## src/rtl/leaf_stream_bridge_if.sv

```systemverilog
// Stream bundle between the leaf interface, the bridge and the HLS operator.
// master = environment side (leaf interface + operator), slave = the bridge.
interface leaf_stream_bridge_if #(
    parameter int PAYLOAD_BITS = 32,
    parameter int NUM_IN       = 3,
    parameter int NUM_OUT      = 3
);
    logic [NUM_IN*PAYLOAD_BITS-1:0]  if_in_data;
    logic [NUM_IN-1:0]               if_in_vld;
    logic [NUM_IN-1:0]               if_in_ack;
    logic [NUM_IN*PAYLOAD_BITS-1:0]  m_tdata;
    logic [NUM_IN-1:0]               m_tvalid;
    logic [NUM_IN-1:0]               m_tready;
    logic [NUM_OUT*PAYLOAD_BITS-1:0] s_tdata;
    logic [NUM_OUT-1:0]              s_tvalid;
    logic [NUM_OUT-1:0]              s_tready;
    logic [NUM_OUT*PAYLOAD_BITS-1:0] if_out_data;
    logic [NUM_OUT-1:0]              if_out_vld;
    logic [NUM_OUT-1:0]              if_out_ack;

    modport slave (
        input  if_in_data, if_in_vld, m_tready, s_tdata, s_tvalid, if_out_ack,
        output if_in_ack, m_tdata, m_tvalid, s_tready, if_out_data, if_out_vld
    );

    modport master (
        output if_in_data, if_in_vld, m_tready, s_tdata, s_tvalid, if_out_ack,
        input  if_in_ack, m_tdata, m_tvalid, s_tready, if_out_data, if_out_vld
    );
endinterface

```

## src/rtl/leaf_stream_bridge.sv

```systemverilog
// Per-channel DEPTH-entry FIFO bridge between leaf_interface ports and HLS AXI-stream ports.
// Latency: a beat pushed at edge N is visible on the far side after edge N; 1 beat/cycle/channel.
// Backpressure: each ready is "FIFO not full" from the registered count; operator side gated by run.
module leaf_stream_bridge #(
    parameter int PAYLOAD_BITS = 32,
    parameter int NUM_IN       = 3,
    parameter int NUM_OUT      = 3,
    parameter int DEPTH        = 4,
    parameter int CNT_BITS     = 16
) (
    input  logic                        ap_clk,
    input  logic                        ap_rst_n,
    input  logic                        ap_start,
    output logic                        run,
    output logic                        idle,
    leaf_stream_bridge_if.slave         bus,
    output logic [NUM_IN*CNT_BITS-1:0]  in_beat_cnt,
    output logic [NUM_OUT*CNT_BITS-1:0] out_beat_cnt
);
    localparam int          AW       = $clog2(DEPTH);
    localparam int          NCH      = NUM_IN + NUM_OUT;
    localparam logic [AW:0] FULL_CNT = (AW+1)'(DEPTH);

    logic                    rst_done;
    logic [NCH-1:0]          push;
    logic [NCH-1:0]          pop;
    logic [NCH-1:0]          full;
    logic [NCH-1:0]          empty;
    logic [PAYLOAD_BITS-1:0] wr_dat [NCH];
    logic [PAYLOAD_BITS-1:0] rd_dat [NCH];

    // rst_done holds the interface acks low for the first cycle after reset release.
    always_ff @(posedge ap_clk or negedge ap_rst_n) begin
        if (!ap_rst_n) begin
            run      <= 1'b0;
            rst_done <= 1'b0;
        end else begin
            rst_done <= 1'b1;
            if (ap_start) begin
                run <= 1'b1;
            end
        end
    end

    assign idle = run & (&empty);

    // Channels 0..NUM_IN-1 are ingress, NUM_IN..NCH-1 egress; FIFO and counter logic is shared.
    for (genvar c = 0; c < NCH; c++) begin : g_ch
        logic [PAYLOAD_BITS-1:0] mem [DEPTH];
        logic [AW-1:0]           wr_ptr;
        logic [AW-1:0]           rd_ptr;
        logic [AW:0]             count;
        logic [CNT_BITS-1:0]     cnt;
        logic                    beat;

        always_ff @(posedge ap_clk or negedge ap_rst_n) begin
            if (!ap_rst_n) begin
                wr_ptr <= '0;
                rd_ptr <= '0;
                count  <= '0;
            end else begin
                if (push[c]) begin
                    wr_ptr <= wr_ptr + AW'(1);
                end
                if (pop[c]) begin
                    rd_ptr <= rd_ptr + AW'(1);
                end
                if (push[c] && !pop[c]) begin
                    count <= count + (AW+1)'(1);
                end else if (!push[c] && pop[c]) begin
                    count <= count - (AW+1)'(1);
                end
            end
        end

        always_ff @(posedge ap_clk) begin
            if (push[c]) begin
                mem[wr_ptr] <= wr_dat[c];
            end
        end

        assign rd_dat[c] = mem[rd_ptr];
        assign full[c]   = (count == FULL_CNT);
        assign empty[c]  = (count == '0);

        // Ingress counts beats delivered to the operator, egress counts beats taken from it.
        assign beat = (c < NUM_IN) ? pop[c] : push[c];

        always_ff @(posedge ap_clk or negedge ap_rst_n) begin
            if (!ap_rst_n) begin
                cnt <= '0;
            end else if (beat && (cnt != '1)) begin
                cnt <= cnt + CNT_BITS'(1);
            end
        end

        if (c < NUM_IN) begin : g_icnt
            assign in_beat_cnt[c*CNT_BITS +: CNT_BITS] = cnt;
        end else begin : g_ocnt
            assign out_beat_cnt[(c-NUM_IN)*CNT_BITS +: CNT_BITS] = cnt;
        end
    end

    // Ingress: prefill is allowed before run; only the operator side waits for start.
    for (genvar k = 0; k < NUM_IN; k++) begin : g_in
        assign wr_dat[k]                                 = bus.if_in_data[k*PAYLOAD_BITS +: PAYLOAD_BITS];
        assign push[k]                                   = bus.if_in_vld[k] & rst_done & ~full[k];
        assign pop[k]                                    = run & ~empty[k] & bus.m_tready[k];
        assign bus.if_in_ack[k]                          = rst_done & ~full[k];
        assign bus.m_tvalid[k]                           = run & ~empty[k];
        assign bus.m_tdata[k*PAYLOAD_BITS +: PAYLOAD_BITS] = rd_dat[k];
    end

    for (genvar k = 0; k < NUM_OUT; k++) begin : g_out
        assign wr_dat[NUM_IN+k]                              = bus.s_tdata[k*PAYLOAD_BITS +: PAYLOAD_BITS];
        assign push[NUM_IN+k]                                = bus.s_tvalid[k] & run & ~full[NUM_IN+k];
        assign pop[NUM_IN+k]                                 = ~empty[NUM_IN+k] & bus.if_out_ack[k];
        assign bus.s_tready[k]                               = run & ~full[NUM_IN+k];
        assign bus.if_out_vld[k]                             = ~empty[NUM_IN+k];
        assign bus.if_out_data[k*PAYLOAD_BITS +: PAYLOAD_BITS] = rd_dat[NUM_IN+k];
    end
endmodule

```

## src/flat_wrapper.sv

```systemverilog
// flat-port wrapper written by rule: the top's interface ports become plain ports
module leaf_stream_bridge_flat 
#(
    parameter int PAYLOAD_BITS = 32,
    parameter int NUM_IN       = 3,
    parameter int NUM_OUT      = 3,
    parameter int DEPTH        = 4,
    parameter int CNT_BITS     = 16
)
  (ap_clk, ap_rst_n, ap_start, run, idle, in_beat_cnt, out_beat_cnt, bus_if_in_data, bus_if_in_vld, bus_m_tready, bus_s_tdata, bus_s_tvalid, bus_if_out_ack, bus_if_in_ack, bus_m_tdata, bus_m_tvalid, bus_s_tready, bus_if_out_data, bus_if_out_vld);
  leaf_stream_bridge_if #(.PAYLOAD_BITS(PAYLOAD_BITS), .NUM_IN(NUM_IN), .NUM_OUT(NUM_OUT)) bus_i ();
  input  logic ap_clk;
  input  logic ap_rst_n;
  input  logic ap_start;
  output logic run;
  output logic idle;
  output logic [NUM_IN*CNT_BITS-1:0] in_beat_cnt;
  output logic [NUM_OUT*CNT_BITS-1:0] out_beat_cnt;
  input wire logic [$bits(bus_i.if_in_data)-1:0] bus_if_in_data;
  input wire logic [$bits(bus_i.if_in_vld)-1:0] bus_if_in_vld;
  input wire logic [$bits(bus_i.m_tready)-1:0] bus_m_tready;
  input wire logic [$bits(bus_i.s_tdata)-1:0] bus_s_tdata;
  input wire logic [$bits(bus_i.s_tvalid)-1:0] bus_s_tvalid;
  input wire logic [$bits(bus_i.if_out_ack)-1:0] bus_if_out_ack;
  output wire logic [$bits(bus_i.if_in_ack)-1:0] bus_if_in_ack;
  output wire logic [$bits(bus_i.m_tdata)-1:0] bus_m_tdata;
  output wire logic [$bits(bus_i.m_tvalid)-1:0] bus_m_tvalid;
  output wire logic [$bits(bus_i.s_tready)-1:0] bus_s_tready;
  output wire logic [$bits(bus_i.if_out_data)-1:0] bus_if_out_data;
  output wire logic [$bits(bus_i.if_out_vld)-1:0] bus_if_out_vld;
  assign bus_i.if_in_data = bus_if_in_data;
  assign bus_i.if_in_vld = bus_if_in_vld;
  assign bus_i.m_tready = bus_m_tready;
  assign bus_i.s_tdata = bus_s_tdata;
  assign bus_i.s_tvalid = bus_s_tvalid;
  assign bus_i.if_out_ack = bus_if_out_ack;
  assign bus_if_in_ack = bus_i.if_in_ack;
  assign bus_m_tdata = bus_i.m_tdata;
  assign bus_m_tvalid = bus_i.m_tvalid;
  assign bus_s_tready = bus_i.s_tready;
  assign bus_if_out_data = bus_i.if_out_data;
  assign bus_if_out_vld = bus_i.if_out_vld;
  leaf_stream_bridge #(.PAYLOAD_BITS(PAYLOAD_BITS), .NUM_IN(NUM_IN), .NUM_OUT(NUM_OUT), .DEPTH(DEPTH), .CNT_BITS(CNT_BITS)) u_core (.ap_clk(ap_clk), .ap_rst_n(ap_rst_n), .ap_start(ap_start), .run(run), .idle(idle), .bus(bus_i), .in_beat_cnt(in_beat_cnt), .out_beat_cnt(out_beat_cnt));
endmodule
```

## config.mk

```make
export PLATFORM = sky130hd
export DESIGN_NAME = leaf_stream_bridge_flat
export DESIGN_NICKNAME = d
export VERILOG_FILES = /design/src/rtl/leaf_stream_bridge_if.sv /design/src/rtl/leaf_stream_bridge.sv /design/src/flat_wrapper.sv
export SDC_FILE = /design/constraint.sdc
export NUM_CORES = 1
export LEC_CHECK = 0
export BUFFER_PORTS_ARGS = -buffer_cell sky130_fd_sc_hd__buf_2
export CORE_ASPECT_RATIO = 1.4
export CORE_MARGIN = 2
export CORE_UTILIZATION = 57
export CTS_CLUSTER_SIZE = 14
export DETAILED_ROUTE_END_ITERATION = 6
export GPL_ROUTABILITY_DRIVEN = 0
export GPL_TIMING_DRIVEN = 0
export PLACE_DENSITY = 0.91
export SKIP_LAST_GASP = 1
export SLEW_MARGIN = 40
export SYNTH_ARGS = -nofsm -noshare
export SYNTH_HDL_FRONTEND = slang
export SYNTH_SLANG_ARGS = --single-unit
```

## constraint.sdc

```tcl
create_clock -name ap_clk -period 3.2 [get_ports ap_clk]
set_clock_uncertainty 0.05 [all_clocks]
set_input_delay 0.32 -clock ap_clk [delete_from_list [all_inputs] [get_ports ap_clk]]
set_output_delay 0.32 -clock ap_clk [all_outputs]
set_load 0.03 [all_outputs]
```

==> out/metrics.yaml, run 1 <==
sta:
  worst_pin_slew_ns: 0.843
  timing.final.crit_share_pct: 95.1
  setup_viol: 0
  relSlewSlack_pct: 43.8
  timing.setup.tns_ns: 0
  slew_viol_final: 0
  fmax_mhz: 329
  hold_viol: 0
  finalCriticalPeriod_ns: 3.04
  grt_setup_unrepaired: "false"
detailed_routing:
  highest_layer: "met5"
  detail_route.first_pass.iterations: 7
  wl_per_cell_um: 29.3
  vias: 20700
  met1Wirelength_um: 31500
  ant_nets: 0
  wl_met2_um: 51600
  viasPerCell: 6.17
  drtIter0Drc: 2053
  drc: 0
  wl_met3_um: 8310
  drt-total-wl_um: 98200
logic_synthesis:
  synth_area_leaders: "edfxtp_1, mux4_2, dfrtp_1"
  yosys.area.top_type_share_pct: 66.5
  synth_top_family_by_area: "multiplexers"
  synth_mux_area_share_pct: 13.0
  yosysWarnings: 0
  ys_types: 61
  synthSimpleGateAreaFrac_pct: 3.97
  synth-xor-area-share_pct: 2.87
  synth_largest_area_cell: "edfxtp_1"
  syn_inst: 1648
  async_flop_share_pct: 15.4
  synth_fa_ha_area_share_pct: 1.64
  ys.flop_type: "edfxtp_1"
  mappedNetlistNets: 1897
  yosysMostFrequentCell: "edfxtp_1"
  synth_commonest_cells: "edfxtp_1, mux4_2, dfrtp_1, xnor2_1, nand2_1"
  ys_ff_latch: 908
  syn_area_mm2: 0.0347
  synth-compound-area-share_pct: 0.966
  syn_avg_cell_area_um2: 21.1
  synth_edf_count: 768
  ys_seq_area_share_pct: 76.6
worst_setup_path:
  crit_buf_inv: 3
  startpoint_type: "register"
  r2r_start: "u_core.g_ch[2].count[0]$_DFFE_PN0P_"
  crit_family: "buffers and inverters"
  critPathKind: "register to output pin"
  max_stage_delay_ns: 0.68
  critPathLaunch: "u_core.g_ch[3].rd_ptr[1]$_DFFE_PN0P_"
  crit_required_ns: 2.83
  crit_chain: "clkbuf_1 > clkbuf_1 > mux4_2 > buf_2"
  critPathMaxFanout: 10
  cp.arrival_ns: 2.67
  critPathCaptureType: "output pin"
  slowest_stage: "clkbuf_1"
  cpMostUsedCell: "clkbuf_1"
floorplan:
  die_area_mm2: 0.0629
  coreArea_mm2: 0.0605
  initial_core_util_pct: 57.3
  die_h_um: 296
  rows: 107
  ios: 509
  die_w_um: 213
clock_network:
  cts_made_buffers: 83
  cts-root-buf: "clkbuf_16"
  path_clk_slew_ns: 0.08
  clockBufferDepth: 3
  clock_sinks: 908
  cts_tree: "done"
  htree_levels: 3
  insertion_delay_ns: 0.63
placed_design:
  io_buffers: 508
  placed_area_mm2: 0.0389
  hpwl_um: 56500
flow_run:
  maxCapViolCount: 0
min_path:
  hp-class: "primary input to async pin"
global_routing:
  grt_pass1_wl_um: 142000
  antenna_found_initial: 11
  grt_max_degree: 74
  overflow: 0
  gr-usage-all-layers_pct: 31.3
  grt_pass1_vias: 22000
cells_and_area:
  fin_nets: 2709
  multiInputGateArea_mm2: 0.00783
  final-seq-area_mm2: 0.0266
  final_area_mm2: 0.0435
  nFillCells: 3330
  drive_above_1_share_pct: 36.8
  synthToLayoutAreaGrowth_pct: 25.3
run_status:
  status: "completed"
pwr:
  cellPowerDensity_mw_per_mm2: 934
  p_leak_uw: 0.0160
  peakVddDrop_mv: 0.699
[path summary, 6_finish.rpt]
| kind | end | depth (start not counted) | slack (ns) |
|---|---|---|---|
| min | u_core.g_ch[3].cnt[2]$_DFFE_PN0P_ | 2 | 0.07 |
| max reg2reg | u_core.g_ch[2].count[2]$_DFFE_PN0P_ | 9 | 0.43 |
| max in group asynchronous | u_core.g_ch[2].count[1]$_DFFE_PN0P_ | 3 | 2.35 |
| min reg2reg | u_core.g_ch[2].cnt[5]$_DFFE_PN0P_ | 1 | 0.45 |
| max | bus_if_out_data[24] | 4 | 0.16 |
| min in group ap_clk | u_core.g_ch[1].rd_ptr[0]$_DFFE_PN0P_ | 4 | 0.11 |
[layer usage]
layer / vias up / global-route usage, %
met1: 10500 / 35.0
met4: 8 / 18.9
met5: - / 0
met3: 402 / 7.00
li1: 8256 / -
met2: 1495 / 54.9
[cell families (layout without fill, tap and decap cells)]
family / count (synthesis) / count (layout)
flip-flops: 908 / 908
AND/OR/NAND/NOR: 255 / 255
multiplexers: 207 / 207
XOR/XNOR: 113 / 113
buffers and inverters: 82 / 962
adder cells (fa/ha/maj): 42 / 42
AO/OA/AOI/OAI: 40 / 40
other: 1 / 8
[sequential cells by signal, summed over array words and instances (netlist names)]
name / flops
u_core.g_ch.cnt: 96
u_core.run: 1
u_core.g_ch.rd_ptr: 12
u_core.g_ch.wr_ptr: 12
u_core.g_ch.mem: 768
u_core.g_ch.count: 18
u_core.rst_done: 1
[per-stage QoR]
stage	hold WS [ns]	instances	worst slack (ns)	utilization, %	total power, uW
after CTS	0.0330	3345	0.223	71.8	40200
after global routing	0.0596	3352	0.0859	71.9	41900
final	0.0726	3352	0.158	71.9	40600
after global placement	0.412	2973	-0.331	63.2	29200
after floorplan	-0.0256	1648	0.360	-	25500
after detailed placement	0.110	2995	0.564	64.2	30100
[power by group]
part	internal [uW]	total, uW	switching (uW)
Combinational	5160	14600	9480
Sequential	15000	16200	1170
Clock	5350	9820	4470
[timing repair]
action,4_1_cts,5_1_grt
hold buffers,197,0
gates resized for setup,0,0
buffers inserted,0,0
endpoints found under the hold margin,915,0
[cells in the final DEF (no fill, tap or decap), drive strengths merged, types with 8 or more instances in the layout]
cell	instances
nor2	46
xnor2	81
clkbuf	144
mux4	192
nand3	45
and2	14
mux2	15
nor3	14
clkinv	22
nand4	34
nand2	55
buf	556
dlygate4sd3	197
ha	36
edfxtp	768
inv	36
a21oi	9
nor4	8
xor2	32
dfrtp	140
and3	24
[cell type report]
class / instances / share of cell area, %
Multi-Input combinational cell: 658 / 18.0
Buffer: 50 / 0.518
Inverter: 32 / 0.288
Sequential cell: 908 / 61.1
Timing Repair Buffer: 727 / 11.7
Antenna cell: 7 / 0.0403
Tap cell: 817 / 2.35
Clock inverter: 33 / 0.791
Clock buffer: 120 / 5.24
(Power assumes the default switching activity.)
==> run 2, diff against run 1 <==
==> constraint.sdc (replaced) <==
create_clock -name ap_clk -period 3.2 [get_ports ap_clk]
set_clock_uncertainty 0.05 [all_clocks]
set_input_delay 0.32 -clock ap_clk [delete_from_list [all_inputs] [get_ports ap_clk]]
set_output_delay 0.32 -clock ap_clk [all_outputs]
set_load 0.05 [all_outputs]
==> run 2 against run 1 <==
Net effect:
- maximum frequency rose by 2.2%
- worst setup slack improved by 0.066 ns
- critical path depth unchanged
- cell count is essentially flat
- sequential power about the same
- final area increased by 0.27%
- combinational power increased by 19%
- via count fell by 2.5%
- first-iteration DRC count fell by 4.6%
- utilization up 0.19 points
- wire length shrank 4.4%
- total power grew 6.0%
- largest cell class unchanged
==> out/metrics.yaml, run 2 (synthesis results as in run 1) <==
worst_setup_path:
  max_stage_delay_ns: 0.60  # -0.08 ns
  critPathKind: "register to output pin"
  r2r_start: "u_core.run$_DFFE_PN0P_"
  timing.rr.end: "u_core.g_ch[4].count[2]$_DFFE_PN0P_"
  cp.arrival_ns: 2.61  # -0.06 ns
  crit_family: "buffers and inverters"
  critPathCaptureType: "output pin"
  crit_buf_inv: 3  # unchanged
  startpoint_type: "register"
  critPathLaunch: "u_core.g_ch[1].rd_ptr[1]$_DFFE_PN0P_"
  crit_required_ns: 2.83  # about the same
  r2r_slack_ns: 0.34  # -0.09 ns
  slowest_stage: "clkbuf_1"
  cpMostUsedCell: "clkbuf_1"
  ff2ff_path_depth: 10  # +1
  critPathMaxFanout: 10  # unchanged
  crit_chain: "clkbuf_1 > clkbuf_1 > mux4_2 > buf_2"
clock_network:
  path_clk_slew_ns: 0.06  # -0.02 ns
  cts_resized: 0  # unchanged
  cts_tree: "done"
  clockBufferDepth: 3  # unchanged
  insertion_delay_ns: 0.63  # about the same
  htree_levels: 3  # unchanged
  hold_buffers: 197  # unchanged
  cts_made_buffers: 81  # -2.4%
  clock_sinks: 908  # unchanged
  cts-root-buf: "clkbuf_16"
  postCtsSetupBuffers: 0  # unchanged
sta:
  relSlewSlack_pct: 47.6  # +3.8 points
  slew_viol_final: 0  # unchanged
  hold_viol: 0  # unchanged
  timing.final.crit_share_pct: 93.0  # -2.1 points
  timing.setup.tns_ns: 0  # unchanged
  fmax_mhz: 336  # +2.2%
  grt_setup_unrepaired: "false"
  worst_pin_slew_ns: 0.786  # -0.0572 ns
  setup_viol: 0  # unchanged
  finalCriticalPeriod_ns: 2.98  # -0.0662 ns
floorplan:
  initial_core_util_pct: 57.3  # unchanged
  die_area_mm2: 0.0629  # unchanged
  ios: 509  # unchanged
  die_w_um: 213  # unchanged
  die_h_um: 296  # unchanged
  coreArea_mm2: 0.0605  # unchanged
  rows: 107  # unchanged
placed_design:
  hpwl_um: 55400  # -2.0%
  dp_cells: 2999  # +0.13%
  io_buffers: 508  # unchanged
detailed_routing:
  wl_per_cell_um: 28.0  # -4.5%
  drt-total-wl_um: 93900  # -4.4%
  drtIter0Drc: 1959  # -4.6%
  viasPerCell: 6.01  # -2.6%
  drc: 0  # unchanged
  ant_nets: 0  # unchanged
  vias: 20200  # -2.5%
  detail_route.first_pass.iterations: 5  # -2
cells_and_area:
  nFillCells: 3344  # +0.42%
  largest_reg_flops: 768  # unchanged
  drive_above_1_share_pct: 37.0  # +0.19 points
  fin_cells: 3355  # +0.089%
  fin_nets: 2711  # +0.074%
  regMostFlops: "u_core.g_ch.mem"
  synthToLayoutAreaGrowth_pct: 25.7
  final_cell_mix: "edfxtp_1, buf_2, dlygate4sd3_1"
  final_common_cell: "edfxtp_1"
  top_regs: "u_core.g_ch.mem x768, u_core.g_ch.cnt x96, u_core.g_ch.count x18"
global_routing:
  antenna_found_initial: 13  # +2
  grt_pass1_vias: 21500  # -2.2%
  overflow: 0  # unchanged
  grt_max_degree: 77  # +4.1%
  gr-usage-all-layers_pct: 29.8  # -1.5 points
  grt_pass1_wl_um: 137000  # -3.9%
run_status:
  status: "completed"
pwr:
  peakVddDrop_mv: 0.870  # +24%
  cellPowerDensity_mw_per_mm2: 988  # +5.8%
  p_leak_uw: 0.0160  # +0.25%
flow_run:
  maxCapViolCount: 0  # unchanged
min_path:
  hp-class: "primary input to async pin"
run 2: cell types whose count changed in the layout (fill, tap and decap cells not counted), moves of 3 or more:
cell / change
clkinv_2: -6
and2_2: +4
buf_16: +10
clkbuf_1: -3
clkinv_1: -3
clkbuf_8: +10
buf_12: -4
a21boi_1: +3
and2_4: -4
a21boi_0: -3
diode_2: +5
run 2: cell type report:
type	count	area [um^2]	share of cell area (%)
Multi-Input combinational cell	658	7820	17.9
Buffer	50	225	0.517
Inverter	32	125	0.287
Antenna cell	12	30.0	0.0689
Clock buffer	125	2350	5.40
Sequential cell	908	26600	60.9
Tap cell	817	1020	2.34
Timing Repair Buffer	731	5240	12.0
Clock inverter	22	211	0.485
run 2: metal layers:
metal | wire length (um) | track usage (%)
met5 | 24 | 0
met4 | 5110 | 15.6
met3 | 7680 | 6.77
met2 | 50300 | 53.1
met1 | 30800 | 33.5
run 2: per-stage QoR:
stage	power [uW]	worst slack, ns	hold WS (ns)	cell area [um^2]	utilization, %
final	43100	0.224	0.0550	43600	72.0
after floorplan	28400	0.154	-0.0256	34700	-
after detailed placement	32900	0.498	0.0986	39000	64.5
after CTS	42700	0.191	0.0147	43600	72.0
after global routing	44400	0.0910	0.0429	43600	72.0
after global placement	31900	-0.387	0.413	38300	63.2
run 2: worst max-delay path by stage:
stage | end | slack [ns] | depth (start not counted)
4_1_cts | bus_m_tdata[22] | 0.19 | 4
5_1_grt | bus_m_tdata[28] | 0.09 | 4
6_report | bus_m_tdata[59] | 0.22 | 4
2_1_floorplan | idle | 0.15 | 2
3_3_place_gp | u_core.g_ch[3].cnt[5]$_DFFE_PN0P_ | -0.39 | 1
3_5_place_dp | u_core.g_ch[4].count[2]$_DFFE_PN0P_ | 0.50 | 10
run 2: power breakdown:
part	leakage (uW)	switching, uW	total (uW)	internal, uW
clock	0.00124	4300	9570	5270
sequential	0.00878	1110	16100	15000
combinational	0.00598	12200	17400	5230
total	0.0160	17600	43100	25500
run 2: worst reg2reg max path: cells and delay by family (launching register included):
kind	cells	cell delay (ns)
xor gates and xnor gates	2	0.32
adders and majority gates	2	0.61
buffers and inverters	3	0.70
DFF	1	0.42
and+or+nand+nor	2	0.22
AOI/OAI and AO/OA	1	0.46
==> run 3, diff against run 2 <==
--- a/config.mk
+++ b/config.mk
@@ -5,15 +5,19 @@
 export SDC_FILE = /design/constraint.sdc
 export NUM_CORES = 1
 export LEC_CHECK = 0
+export ABC_CLOCK_PERIOD_IN_PS = 3200
 export BUFFER_PORTS_ARGS = -buffer_cell sky130_fd_sc_hd__buf_2
+export CELL_PAD_IN_SITES_DETAIL_PLACEMENT = 1
+export CELL_PAD_IN_SITES_GLOBAL_PLACEMENT = 2
 export CORE_ASPECT_RATIO = 1.4
 export CORE_MARGIN = 2
-export CORE_UTILIZATION = 57
+export CORE_UTILIZATION = 43
 export CTS_CLUSTER_SIZE = 14
 export DETAILED_ROUTE_END_ITERATION = 6
 export GPL_ROUTABILITY_DRIVEN = 0
 export GPL_TIMING_DRIVEN = 0
-export PLACE_DENSITY = 0.91
+export PLACE_DENSITY = 0.9
+export RECOVER_POWER = 100
 export SKIP_LAST_GASP = 1
 export SLEW_MARGIN = 40
 export SYNTH_ARGS = -nofsm -noshare
==> run 3 against run 2 <==
Net effect:
- the run now ends with max-capacitance violations, max-slew violations left
- final area decreased by 1.2%
- register-to-register slack got worse by 0.11 ns
- sequential power about the same
- largest cell class unchanged
- largest power group unchanged
- highest routed layer unchanged
- critical path depth did not move
- worst setup slack got worse by 0.046 ns
- total power hardly changed
- die area increased by 32%
- critical endpoint is now bus_if_out_data[53]
- worst hold slack got worse by 0.0083 ns
==> out/metrics.yaml, run 3 (synthesis results as in run 1) <==
placed_design:
  io_buffers: 508  # unchanged
  pre_cts_ws_ns: 0.265  # -0.233 ns
  dp_cells: 3232  # +7.8%
  hpwl_um: 60900  # +10%
pwr:
  peakVddDrop_mv: 0.729  # -16%
  p_leak_uw: 0.0150  # -6.4%
  cellPowerDensity_mw_per_mm2: 1000  # +1.2%
worst_setup_path:
  timing.rr.end: "u_core.g_ch[0].mem[1][8]$_DFFE_PP_"
  max_stage_delay_ns: 0.61  # about the same
  startpoint_type: "register"
  cpMostUsedCell: "clkbuf_1"
  ff2ff_path_depth: 4  # -6
  slowest_stage: "clkbuf_1"
  crit_buf_inv: 3  # unchanged
  crit_family: "buffers and inverters"
  r2r_slack_ns: 0.23  # -0.11 ns
  critPathCaptureType: "output pin"
  critPathMaxFanout: 10  # unchanged
  cp.arrival_ns: 2.65  # +0.04 ns
  critPathKind: "register to output pin"
  crit_chain: "clkbuf_1 > clkbuf_1 > mux4_2 > clkbuf_2"
  critPathLaunch: "u_core.g_ch[4].rd_ptr[1]$_DFFE_PN0P_"
  r2r_start: "u_core.g_ch[0].count[0]$_DFFE_PN0P_"
  crit_required_ns: 2.83  # about the same
sta:
  slew_viol_final: 24  # +24
  fmax_mhz: 331  # -1.5%
  setup_viol: 0  # unchanged
  timing.final.crit_share_pct: 94.4  # +1.4 points
  worst_slack_ns: 0.178  # -0.0459 ns
  fin_hold_ws_ns: 0.0467  # -0.00831 ns
  finalCriticalPeriod_ns: 3.02  # +0.0459 ns
  worst_pin_slew_ns: 1.60  # +0.817 ns
  grt_setup_unrepaired: "false"
  hold_viol: 0  # unchanged
  relSlewSlack_pct: -6.91  # -54 points
floorplan:
  die_area_mm2: 0.0830  # +32%
  ios: 509  # unchanged
  initial_core_util_pct: 43.3  # -14 points
  coreArea_mm2: 0.0802  # +33%
  die_h_um: 340  # +15%
  rows: 123  # +15%
  die_w_um: 244  # +15%
detailed_routing:
  drtIter0Drc: 1022  # -48%
  vias: 19300  # -4.3%
  highest_layer: "met5"
  drc: 0  # unchanged
  wl_met3_um: 5900  # -23%
  wl_per_cell_um: 26.0  # -7.1%
  drt-total-wl_um: 93500  # -0.34%
  detail_route.first_pass.iterations: 5  # unchanged
  wl_met2_um: 51700  # +2.8%
  ant_nets: 0  # unchanged
  viasPerCell: 5.36  # -11%
  met1Wirelength_um: 32400  # +5.4%
cells_and_area:
  largest_reg_flops: 768  # unchanged
  drive_above_1_share_pct: 23.4  # -14 points
  final_cell_mix: "edfxtp_1, clkbuf_1, dlygate4sd3_1"
  fin_nets: 2706  # -0.18%
  top_regs: "u_core.g_ch.mem x768, u_core.g_ch.cnt x96, u_core.g_ch.count x18"
  fin_cells: 3598  # +7.2%
  regMostFlops: "u_core.g_ch.mem"
  synthToLayoutAreaGrowth_pct: 24.2
  final_common_cell: "edfxtp_1"
clock_network:
  clockBufferDepth: 3  # unchanged
  cts_made_buffers: 88  # +8.6%
  postCtsSetupBuffers: 0  # unchanged
  cts-root-buf: "clkbuf_16"
  insertion_delay_ns: 0.63  # about the same
  clock_sinks: 908  # unchanged
  cts_resized: 0  # unchanged
  htree_levels: 3  # unchanged
  cts_tree: "done"
  path_clk_slew_ns: 0.07  # about the same
global_routing:
  grt_max_degree: 65  # -16%
  gr-usage-all-layers_pct: 22.6  # -7.2 points
  antenna_found_initial: 8  # -5
  grt_pass1_wl_um: 140000  # +2.6%
  grt_pass1_vias: 21600  # +0.57%
  overflow: 0  # unchanged
min_path:
  holdPathEnd: "u_core.g_ch[3].wr_ptr[0]$_DFFE_PN0P_"
  hold_depth: 3
  hp-class: "primary input to register"
  hold_path_startpoint: "bus_s_tvalid[0]"
flow_run:
  maxCapViolCount: 1  # +1
run_status:
  status: "finished with violations"
  violations: "max-capacitance violations, max-slew violations"
## run 3: cell type report
type	instances	area [um^2]
inverters	32	121
plain buffers	50	223
multi-input cells	658	7690
diodes	6	15.0
clock buffers	128	2460
fillers	7538	37100
well taps	1062	1330
flip-flops and latches	908	26600
repair buffers	719	4300
clock inverters	35	384
## run 3: worst max-delay path by stage
stage	to	slack, ns	cells past startpoint
CTS	idle	0.16	4
floorplan	idle	0.15	2
finish	bus_if_out_data[53]	0.18	4
global route	idle	0.03	4
detailed placement	u_core.g_ch[0].count[2]$_DFFE_PN0P_	0.27	9
global placement	u_core.g_ch[5].cnt[1]$_DFFE_PN0P_	-0.48	1
## run 3: timing repair
action | 4_1_cts | 5_1_grt
hold buffers | 197 | 0
endpoints found under the setup margin | 0 | 0
hold endpoints to repair | 915 | 0
## run 3: per-stage QoR
step                power, uW  util, %  setup TNS, ns  area (um^2)
floorplan               28400        -              0        34700
global placement        32200     48.1         -83.78        38600
detailed placement      32900     48.6              0        38900
CTS                     43600     54.6              0        43700
global route            44700     53.7              0        43100
finish                  43100     53.7              0        43100
## run 3: routing by layer
metal | track usage (%) | up-vias
met4 | 8.73 | 6
met1 | 24.9 | 10100
li1 | - | 8254
met3 | 5.24 | 192
met2 | 41.8 | 750
met5 | 0 | -
## run 3: report_power, final
part / switching, uW / leakage (uW) / internal (uW)
Sequential: 1070 / 0.00878 / 15000
Combinational: 12000 / 0.00481 / 4690
Clock: 4550 / 0.00138 / 5800
Total: 17600 / 0.0150 / 25500
## run 3: worst reg2reg max path: stages (launching register included)
cell,delay [ns]
dfrtp_1,0.46
nor2_1,0.09
a21boi_1,0.60
and3_1,0.75
clkbuf_2,0.65
